### src/rtl/uart_ctrl_pkg.sv
// Shared types and helpers for the UART transmit-side arbiter.
// Holds the FSM state encoding, the default header tag and the header builder.
package uart_ctrl_pkg;

    typedef enum logic [1:0] {
        IDLE = 2'd0,
        HDR  = 2'd1,
        DATA = 2'd2
    } state_e;

    localparam logic [4:0] HDR_TAG_DEFAULT = 5'b10101;

    // Header byte: tag in the upper five bits, requester ID in the lower three.
    function automatic logic [7:0] makeHeader(input logic [4:0] tag, input logic [2:0] id);
        return {tag, id};
    endfunction

endpackage

### src/rtl/uart_tx_arbiter_rr_picker.sv
// Combinational round-robin search: the first valid requester after ptr_i,
// wrapping modulo N_REQ, as both a one-hot vector and an index.
module rr_picker #(
    parameter int N_REQ = 4,
    parameter int IDX_W = $clog2(N_REQ)
) (
    input  logic [N_REQ-1:0] valid_i,
    input  logic [IDX_W-1:0] ptr_i,
    output logic [N_REQ-1:0] onehot_o,
    output logic [IDX_W-1:0] idx_o,
    output logic             any_o
);

    int               cand;
    logic [IDX_W-1:0] candIdx;

    // Walk from the farthest candidate to the nearest so the nearest valid one wins.
    always_comb begin
        onehot_o = '0;
        idx_o    = '0;
        any_o    = 1'b0;
        cand     = 0;
        candIdx  = '0;
        for (int k = N_REQ; k >= 1; k--) begin
            cand    = (int'(ptr_i) + k) % N_REQ;
            candIdx = IDX_W'(cand);
            if (valid_i[candIdx]) begin
                onehot_o          = '0;
                onehot_o[candIdx] = 1'b1;
                idx_o             = candIdx;
                any_o             = 1'b1;
            end
        end
    end

endmodule

### src/rtl/uart_tx_arbiter.sv
// Round-robin packet arbiter in front of the UART TX FIFO write port.
// Each granted packet is prefixed with a header byte carrying the requester ID.
module uart_tx_arbiter
    import uart_ctrl_pkg::*;
#(
    parameter int         N_REQ   = 4,
    parameter logic [4:0] HDR_TAG = HDR_TAG_DEFAULT
) (
    input  logic               clk_i,
    input  logic               reset_i,
    input  logic [N_REQ-1:0]   req_valid_i,
    input  logic [8*N_REQ-1:0] req_data_i,
    input  logic [N_REQ-1:0]   req_last_i,
    output logic [N_REQ-1:0]   req_ready_o,
    output logic [N_REQ-1:0]   grant_o,
    output logic               busy_o,
    output logic [7:0]         w_data_o,
    output logic               wr_uart_o,
    input  logic               tx_full_i
);

    localparam int IDX_W = $clog2(N_REQ);

    state_e           state_q;
    logic [N_REQ-1:0] grant_q;
    logic [IDX_W-1:0] gid_q;
    logic [IDX_W-1:0] ptr_q;

    logic [N_REQ-1:0] pickOnehot;
    logic [IDX_W-1:0] pickIdx;
    logic             pickAny;
    logic             selValid;
    logic [7:0]       selData;

    rr_picker #(
        .N_REQ (N_REQ),
        .IDX_W (IDX_W)
    ) u_picker (
        .valid_i  (req_valid_i),
        .ptr_i    (ptr_q),
        .onehot_o (pickOnehot),
        .idx_o    (pickIdx),
        .any_o    (pickAny)
    );

    assign selValid = req_valid_i[gid_q];
    assign selData  = req_data_i[8*gid_q +: 8];

    // The pointer moves only at packet end so the just-served requester drops to lowest priority.
    always_ff @(posedge clk_i or posedge reset_i) begin
        if (reset_i) begin
            state_q <= IDLE;
            grant_q <= '0;
            gid_q   <= '0;
            ptr_q   <= IDX_W'(N_REQ - 1);
        end else begin
            case (state_q)
                IDLE: begin
                    if (pickAny) begin
                        grant_q <= pickOnehot;
                        gid_q   <= pickIdx;
                        state_q <= HDR;
                    end
                end
                HDR: begin
                    if (!tx_full_i) begin
                        state_q <= DATA;
                    end
                end
                DATA: begin
                    if (wr_uart_o && req_last_i[gid_q]) begin
                        ptr_q   <= gid_q;
                        grant_q <= '0;
                        state_q <= IDLE;
                    end
                end
                default: begin
                    state_q <= IDLE;
                    grant_q <= '0;
                end
            endcase
        end
    end

    always_comb begin
        w_data_o    = 8'h00;
        wr_uart_o   = 1'b0;
        req_ready_o = '0;
        case (state_q)
            HDR: begin
                w_data_o  = makeHeader(HDR_TAG, 3'(gid_q));
                wr_uart_o = !tx_full_i;
            end
            DATA: begin
                w_data_o           = selData;
                wr_uart_o          = selValid && !tx_full_i;
                req_ready_o[gid_q] = !tx_full_i;
            end
            default: begin
                w_data_o = 8'h00;
            end
        endcase
    end

    assign grant_o = grant_q;
    assign busy_o  = (state_q != IDLE);

endmodule

### config.mk
export PLATFORM = sky130hd
export DESIGN_NAME = uart_tx_arbiter
export DESIGN_NICKNAME = d
export VERILOG_FILES = /design/src/rtl/uart_ctrl_pkg.sv /design/src/rtl/uart_tx_arbiter_rr_picker.sv /design/src/rtl/uart_tx_arbiter.sv
export SDC_FILE = /design/constraint.sdc
export NUM_CORES = 1
export LEC_CHECK = 0
export BUFFER_PORTS_ARGS = -buffer_cell sky130_fd_sc_hd__buf_2
export CAP_MARGIN = 20
export CELL_PAD_IN_SITES_DETAIL_PLACEMENT = 1
export CELL_PAD_IN_SITES_GLOBAL_PLACEMENT = 2
export CORE_UTILIZATION = 26
export DETAILED_ROUTE_END_ITERATION = 12
export GPL_ROUTABILITY_DRIVEN = 0
export PLACE_DENSITY = 0.8
export SYNTH_ARGS = -nofsm -noshare
export SYNTH_HDL_FRONTEND = slang
export SYNTH_HIERARCHICAL = 1
export SYNTH_SLANG_ARGS = --single-unit
### constraint.sdc
create_clock -name clk_i -period 2.6 [get_ports clk_i]
set_input_delay 0.26 -clock clk_i [delete_from_list [all_inputs] [get_ports clk_i]]
set_output_delay 0.26 -clock clk_i [all_outputs]
set_load 0.1 [all_outputs]
**Yosys cells after proc, flatten, opt, wreduce, memory -nomap -nowiden**

Cells that the tools add are included.

- Magnitude comparators: 10
- Shift-type cells: 1
- Equality and inequality tests: 5
- Reduce and logical (&&, ||, !) cells: 14
- Bitwise operators: 2
- Div/mod/pow operators: 0
- Mux-type cells: 44
- Multipliers: 0
- $add $sub $neg: 4

Operators with widths:

| cell | number |
|---|---|
| $shiftx A32 B6 Y8 | 1 |
| $mux W4 | 7 |
| $pmux W8 S2 | 1 |
| $lt A2 B3 Y1 const B | 5 |
| $mux W1 | 15 |
| $mux W2 | 7 |
| $bmux W1 S2 | 6 |
| $pmux W4 S3 | 1 |
| $demux W1 S2 | 5 |
| $ge A2 B1 Y1 const B | 5 |
| $logic_and A1 B1 Y1 | 7 |
| $ne A2 B2 Y1 const B | 3 |
| $pmux W2 S3 | 1 |
| $reduce_and A3 Y1 | 2 |
| $add A2 B1 Y2 const B | 2 |
| $add A2 B2 Y2 const B | 2 |
| $and A4 B4 Y4 | 1 |
| $reduce_and A2 Y1 | 2 |
| $eq A2 B1 Y1 const B | 1 |
| $eq A2 B2 Y1 const B | 1 |
| $logic_not A2 Y1 | 1 |
| $pmux W1 S2 | 1 |
| $reduce_bool A2 Y1 | 1 |
| $logic_not A1 Y1 | 1 |
| $not A1 Y1 | 1 |

- Latch bits: 0
- Logic and storage cells: 84
- Memories: 0
- ROM bits: 0
- Flip-flop bits (word level): 10
- Output and inout port bits: 18
- Bits of input ports: 43
- Memory bits (writable): 0

**Depth between registers and ports, before layout**

Gate-level depths: netlist (run 1).

- Depth in word-level cells: 11
- Gate-level depth with buffers: 10
- Depth with buffers taken out: 8

**Modules after synthesis**

The synthesis (run 1) kept the hierarchy.

By module, submodules not included:

| module | instances | cells each | seq. area each (um2) | area each (um2) |
|---|---|---|---|---|
| uart_tx_arbiter | 1 | 81 | 252.7 | 955.9 |
| rr_picker | 1 | 69 | 0.0 | 539.3 |

**Worst setup path before layout (run 1)**

OpenSTA, ideal clock, no wires.

- Path kind: flip-flop to output port
- Start: register state_q[0]
- End: output req_ready_o[0]
- Buffers on the path: 1
- Cell stages (with the launch flop): 5
- Path slack: -1,822 ps
- Data arrival time: 4,162 ps
- Required time: 2,340 ps
- Path through: dfrtp_1 inv_1 ha_1 clkbuf_1 nor4b_1

- Word-level cells in the longest chain between the ends: 2

Ends and longest elaborated chain:

| element | line | text |
|---|---|---|
| start, declared | uart_tx_arbiter.sv:24 | `state_e state_q;` |
| start signal, assigned | uart_tx_arbiter.sv:52 | `state_q <= IDLE;` |
| start signal, assigned | uart_tx_arbiter.sv:62 | `state_q <= HDR;` |
| start signal, assigned | uart_tx_arbiter.sv:67 | `state_q <= DATA;` |
| $eq A2 B2 Y1 | uart_tx_arbiter.sv:89 | `case (state_q)` |
| $mux W4 | uart_tx_arbiter.sv:89 |  |
| end, declared | uart_tx_arbiter.sv:14 | `output logic [N_REQ-1:0] req_ready_o,` |

Every way passes these cells.

**Worst setup path after layout (run 1)**

- Start: register state_q[0]
- End: output req_ready_o[2]

The elaborated chain is that of the path after synthesis.

==> results.md, run 1 <==
Place:
- The HPWL after detailed placement is 3204 um.
- During placement, the flow inserted port buffers numbering 60.
- In this run the cell area measured after placement is 0.001858 mm^2.

Clock tree:
- Once the clock tree was built, the setup fixing pass inserted 0 buffers.
- CTS placed an instance of clkbuf_8 at the clock tree root.
- The number of buffers created by CTS is 3.
- In this run the deepest clock path goes through 2 buffers.
- TritonCTS built the clock tree.
- The number of H-tree branching levels is 1.
- Once the clock tree was built, the resizer swapped 0 gates to a different size.
- For this design, the CTS-stage hold fixing added 0 buffers.
- The clock slew seen by the registers of the worst setup and hold paths is 0.05 ns.
- The clock reaches the later pin of the worst-skew pair after 0.23 ns.
- The number of clock sinks is 10.

Critical path:
- The data required time at the worst endpoint is 2.34 ns.
- The arrival time at the worst endpoint is 2.19 ns.
- The highest net fanout along the worst path is 16.
- The sort of element at the end of the critical path is a primary output.
- The reg2reg setup slack is 0.31 ns.
- The critical path in this run is classified as reg -> out.
- STA classifies the critical path startpoint as a flip-flop.

Worst hold path:
- The worst hold path belongs to the class in -> async.

Pwr:
- The power per unit of standard cell area is 1462 mW/mm^2.
- Across the VDD grid, the largest voltage drop is 0.6493 mV.
- The total power of the final layout is 2.799 mW.
- For this design the static power due to leakage is 0.9009 nW.

Logic synthesis:
- For this run, the register share of the synthesized area comes to 16.90%.
- The mapped netlist covers 0.001495 mm^2.
- dfrtp_1 takes more of the synthesized area than any other cell.
- After synthesis, the mean cell area works out to 9.968 um^2.
- The total nets after synthesis is 204.
- The flop and latch count out of synthesis is 10.
- The synthesized design devotes to its leading area cell type 13.39% of total area.
- In the post-synthesis netlist, the biggest area contributors are dfrtp_1 (13%), mux4_2 (11%), ha_1 (9.2%).
- The cell count after synthesis is 150.
- Synthesis instantiated 43 different standard cells from the library.
- The count of synthesis-stage warnings from yosys is 6.

Route:
- The via count is 1403.
- The routed wire length is 4112 um.
- For this run, design rule violations remaining after detail routing come to 0.
- In the final routed layout, each cell accounts on average for 14.79 um.
- The vias per cell is 5.047.
- The number of detailed-routing iterations run before antenna repair is 4.
- Once detail routing completed, the nets flagged for antenna violations numbered 0.
- The iteration-0 DRC count of the detailed router is 90.

Global routing:
- The global-route usage over all layers is 14.16%.
- The wire length of the first global-routing pass is 6879 um.
- The largest net degree at the start of global routing is 18.
- The number of global-route vias before repair came to 1447.
- The initial antenna violation count came to 0.
- The sum of overflow across all layers after global routing is 0.

Die:
- The area enclosed by the die boundary is 0.006058 mm^2.
- The placeable core region is 0.005540 mm^2.
- The number of rows created at floorplan is 27.
- The die height is 77.84 um.
- The boundary pin count is 61.
- Once the floorplan was initialized, standard cells occupied 26.99% of the core.
- The die is 77.84 um wide.

Timing:
- The setup TNS is 0 ns.
- The number of hold-slack violations in the final timing report is 0.
- The minimum clock period is 2.451 ns.
- Measured against its own limit, the worst slew margin works out to 60.27%.
- The count of final max-slew check failures is 0.
- The transition time at the pin with the least slew margin is 0.5959 ns.
- The fmax is 0.4080 GHz.
- The share of the cycle needed by the critical path after routing is 94.27%.
- On the final layout, the worst clock skew is 0.0006651 ns.
- Setup repair after global routing left no endpoint under its margin.
- Setup violations remaining at the end of the flow were counted as 0.

Finish:
- The number of antenna cells inserted is 0.
- The final layout contains 261 nets.
- The area growth from synthesis to layout is 28.03%.
- Counting the fill cells in the layout gives 686.
- The post-route netlist has 49.51% of its cells at a drive strength greater than 1.
- The final non-filler cell area is 0.001914 mm^2.

Outcome:
- The flow ran to the end, and the final reports show no timing, DRC or antenna violations.

Run:
- Across the run, the number of max-cap violations was 0.
-- per-layer routing --
layer / vias to the layer above / GRT usage (%) / wire [um]
li1: 688 / - / -
met1: 684 / 17.83 / 1864
met2: 29 / 25.31 / 2102
met3: 2 / 1.882 / 118
met4: 0 / 3.396 / 26
met5: - / 0 / 0
-- layout by cell type (no fill, tap or decap), types with 4 or more instances in the layout --
cell and n:
buf_2 60, inv_1 13, ha_1 11, mux2_2 10, nand2_1 9, mux4_2 7, dfrtp_1 7, mux2i_1 6
a22oi_1 6, a21oi_1 6, buf_4 6, nor2_1 6, mux4_1 5, nand4_1 5, nor2b_2 4, clkbuf_8 4
a31oi_1 4, o21ai_0 4
-- registers in the layout (all words and copies together), names as in the netlist --
register,cells
ptr_q,2
grant_o,4
state_q,2
gid_q,2
-- cells by family (layout without fill, tap and decap cells) --
group                    count (synthesis)  after routing  share of synthesized area [%]
XOR/XNOR                                 1              1                         0.5859
buffers and inverters                   27             83                          9.874
AND/OR/NAND/NOR                         42             42                          16.65
multiplexers                            28             28                          30.88
adder cells (fa/ha/maj)                 11             11                          9.205
flip-flops                              10             10                          16.90
AO/OA/AOI/OAI                           31             31                          15.90
-- cells in the mapped netlist, drive strengths merged --
| library cell | instances |
|---|---|
| a211oi | 1 |
| a21oi | 6 |
| a221o | 1 |
| a221oi | 2 |
| a222oi | 1 |
| a22oi | 6 |
| a31oi | 4 |
| and2b | 1 |
| and3 | 3 |
| and3b | 1 |
| and4b | 1 |
| buf | 12 |
| clkbuf | 2 |
| dfrtp | 8 |
| dfstp | 2 |
| ha | 11 |
| inv | 13 |
| mux2 | 10 |
| mux2i | 6 |
| mux4 | 12 |
| nand2 | 9 |
| nand2b | 1 |
| nand3 | 1 |
| nand4 | 5 |
| nor2 | 6 |
| nor2b | 7 |
| nor3 | 1 |
| nor4b | 1 |
| nor4bb | 2 |
| o2111ai | 1 |
| o211ai | 3 |
| o21ai | 4 |
| o22ai | 2 |
| or3b | 2 |
| or4 | 1 |
| xnor2 | 1 |
-- stage by stage --
| step | hold WS, ns | instances | util [%] | setup WS [ns] |
|---|---|---|---|---|
| floorplan | 0.09875 | 150 | - | -0.5475 |
| global placement | 0.2580 | 274 | 33.54 | 0.3533 |
| detailed placement | 0.2762 | 274 | 33.54 | 0.3310 |
| CTS | 0.01677 | 278 | 34.53 | 0.08445 |
| global route | 0.02834 | 278 | 34.55 | 0.01116 |
| finish | 0.006625 | 278 | 34.55 | 0.1490 |
-- layout make-up --
class / count / area [um^2] / share of cell area [%]
inverters: 13 / 48.80 / 2.549
flip-flops and latches: 10 / 254.0 / 13.27
clock buffers: 4 / 55.05 / 2.876
well taps: 72 / 90.09 / 4.706
multi-input cells: 113 / 1121 / 58.56
repair buffers: 66 / 345.3 / 18.04
-- power breakdown --
group / total, mW / leakage [nW] / internal (mW) / switching (mW)
clock: 0.193 / 0.0288 / 0.133 / 0.0597
combinational: 2.25 / 0.751 / 0.797 / 1.45
sequential: 0.354 / 0.121 / 0.233 / 0.121
-- worst max-delay path, stage by stage (launching register included) --
cell	delay, ns
dfrtp_1	0.41
inv_1	0.13
ha_1	0.55
nor4bb_2	0.39
buf_2	0.48
-- path summary, 6_finish.rpt --
kind	from	end	cells past startpoint
max in group asynchronous	reset_i	ptr_q[0]	2
hold / removal	reset_i	state_q[0]	2
hold reg to reg	grant_o[2]	grant_o[2]	2
setup reg to reg	ptr_q[1]	grant_o[1]	8
setup / recovery	state_q[0]	req_ready_o[2]	4
min in group clk_i	grant_o[2]	grant_o[2]	2
Power figures use the tool's default switching activity.
==> inputs of run 2 (changes only) <==
- CORE_UTILIZATION: 26 -> 31
- PLACE_DENSITY: 0.8 -> 0.9
- clock period: 2.6 -> 3 ns (I/O delays scaled with it)
==> results.md, run 2 (synthesis results as in run 1) <==
Outcome:
- The flow ran to the end, and the final reports show no timing, DRC or antenna violations.

Critical path:
- STA classifies the critical path startpoint as a flip-flop.
- The cell occurring most often along the worst timing path is mux2i_1.
- The worst setup path is captured at a flip-flop.
- The family with the most delay on the worst path is multiplexers.
- For this design, the slowest cell found on the critical path is dfstp_2.
- Traced cell by cell, the critical path runs through inv_1, ha_1, mux2_2, mux2i_1, nand4_1, a31oi_1, nand2_1, mux2i_1.
- The highest net fanout along the worst path was 16 (unchanged).
- The arrival time at the worst endpoint is 2.88 ns (+0.69 ns).
- The critical path is of the reg -> reg type.
- The count of buffer and inverter cells on the critical path is 1 (-1).
- The delay of the slowest cell on the worst path is 0.68 ns (+0.13 ns).
- The data required time at the worst endpoint is 3.16 ns (+0.82 ns).

Timing:
- The headroom to the max-slew limit is 48.38% (-12 points).
- The minimum clock period is 2.713 ns.
- The worst clock skew came to 0.001144 ns (+0.0004786 ns).
- The number of hold-slack violations in the final timing report was 0 (unchanged).
- Setup repair after global routing left no endpoint under its margin.
- The transition time at the pin with the least slew margin is 0.7743 ns (+0.1784 ns).
- The count of final max-slew check failures is 0 (unchanged).
- The fmax is 0.3686 GHz.
- Dividing the final minimum period by the clock period gives 90.44%.
- The final number of setup-violating endpoints is 0 (unchanged).
- The setup TNS is 0 ns (unchanged).

Clock tree:
- The clock latency on the worst-skew pair is 0.24 ns (about the same).
- The library cell used as clock root buffer is clkbuf_8.
- The number of buffers added for setup after CTS is 0 (unchanged).
- The number of buffers created by CTS is 3 (unchanged).
- The number of buffers on the longest clock path was 2 (unchanged).
- The number of clock sinks is 10 (unchanged).
- The post-CTS resize count is 0 (unchanged).
- TritonCTS built the clock tree.
- The number of H-tree branching levels is 1 (unchanged).
- The cts-stage hold buffer count was 0 (unchanged).
- The clock slew seen by the registers of the worst setup and hold paths came to 0.05 ns (about the same).

Pwr:
- The maximum vdd drop is 0.4360 mV (-33%).
- The power per unit of standard cell area came to 1285 mW/mm^2 (-12%).
- The static leakage is 0.8802 nW (-2.3%).
- The total power of the final layout is 2.378 mW (-15%).

Route:
- The routed wire length is 4121 um (+0.22%).
- The number of detailed-routing iterations run before antenna repair came to 4 (unchanged).
- The via count is 1406 (+0.21%).
- The remaining antenna violation count is 0 (unchanged).
- The routed wirelength normalized by instance count is 16.22 um (+9.7%).
- The iteration-0 DRC count of the detailed router is 36 (-60%).
- The number of remaining DRC errors was 0 (unchanged).
- The vias per cell was 5.535 (+9.7%).

Die:
- The initial core utilization is 33.19% (+6.2 points).
- The boundary pin count was 61 (unchanged).
- The die height came to 71.45 um (-8.2%).
- The number of rows created at floorplan is 24 (-11%).
- The overall die width is 71.45 um (-8.2%).
- The placeable core region is 0.004504 mm^2 (-19%).
- The area enclosed by the die boundary is 0.005105 mm^2 (-16%).

Run:
- The max-capacitance violation count is 0 (unchanged).

Place:
- The half-perimeter wire length after placement is 3171 um (-1.0%).
- The count of placed standard cells including taps is 250 (-8.8%).
- The number of buffer cells added on primary ports was 60 (unchanged).

Finish:
- Compared with the post-synthesis result, the final layout area differs by 23.77%.
- The number of antenna cells inserted is 0 (unchanged).
- The net count reported at finish came to 257 (-1.5%).
- The flip-flop count of the largest register, all copies and words added is 4 (unchanged).
- The fill cell total of the finished layout is 554 (-19%).
- The library cells used most frequently in the layout, excluding fill and tap cells, are buf_2 (60), inv_1 (13), ha_1 (11).
- The final core utilization is 41.08% (+6.5 points).
- The fraction of layout cells with a size suffix above 1 is 46.53% (-3.0 points).
- The leading cell type in the layout, fill and taps excluded is buf_2.
- The final standard cell count with taps included and fillers excluded came to 254 (-8.6%).

Worst hold path:
- The class of the most critical hold timing path is in -> async.

Global routing:
- The wire length of the first global-routing pass was 6713 um (-2.4%).
- The initial antenna violation count is 0 (unchanged).
- The sum of overflow across all layers after global routing is 0 (unchanged).
- The largest net degree at the start of global routing came to 18 (unchanged).
- The number of global-route vias before repair is 1366 (-5.6%).
- The global-route usage over all layers is 16.35% (+2.2 points).
==> run 2: cell count changes in the layout (fill, tap and decap cells not counted) <==
cell | previous run | this run
buf_4 | 6 | 2
nor2b_1 | 3 | 6
nor2b_2 | 4 | 1
dfrtp_1 | 7 | 8
dfrtp_2 | 1 | 0
==> run 2: report_power, final <==
part / internal (mW) / switching [mW]
Clock: 0.116 / 0.0594
Combinational: 0.646 / 1.22
Sequential: 0.201 / 0.138
==> run 2: final cells by class <==
type                            count  area (um^2)  share of cell area [%]
Multi-Input combinational cell    113         1114                   60.18
Inverter                           13        48.80                   2.637
Timing Repair Buffer               62        315.3                   17.04
Clock buffer                        4        55.05                   2.975
Sequential cell                    10        252.7                   13.66
Tap cell                           52        65.06                   3.516
==> run 2: worst paths after layout <==
path	end	slack, ns	cells after the start	from
setup / recovery	grant_o[3]	0.29	8	ptr_q[1]
hold / removal	state_q[1]	0.04	2	reset_i
setup reg to reg	grant_o[3]	0.29	8	ptr_q[1]
hold reg to reg	grant_o[3]	0.53	2	grant_o[3]
max in group asynchronous	ptr_q[0]	2.64	2	reset_i
min in group clk_i	grant_o[3]	0.53	2	grant_o[3]
==> run 2: worst reg2reg max path: stages, from the launching register on <==
cell and delay, ns:
dfstp_2 0.68, inv_1 0.12, ha_1 0.54, mux2_2 0.39
mux2i_1 0.32, nand4_1 0.16, a31oi_1 0.21, nand2_1 0.07
mux2i_1 0.14
==> run 2: per-layer routing <==
layer,up-vias,part of all wire [%],global-route usage (%)
li1,674,-,-
met1,685,43,21.18
met2,44,52,27.94
met3,3,4.6,2.391
met4,0,0.61,5.664
met5,-,0,0
==> run 2: metrics by stage <==
step | worst slack, ns | area (um^2) | hold WS, ns
after floorplan | -0.1875 | 1514 | 0.1387
after global placement | 0.4152 | 1795 | 0.3034
after detailed placement | 0.2982 | 1795 | 0.3047
after CTS | 0.2921 | 1851 | 0.04792
after global routing | 0.06406 | 1851 | 0.08648
final | 0.2869 | 1851 | 0.03607
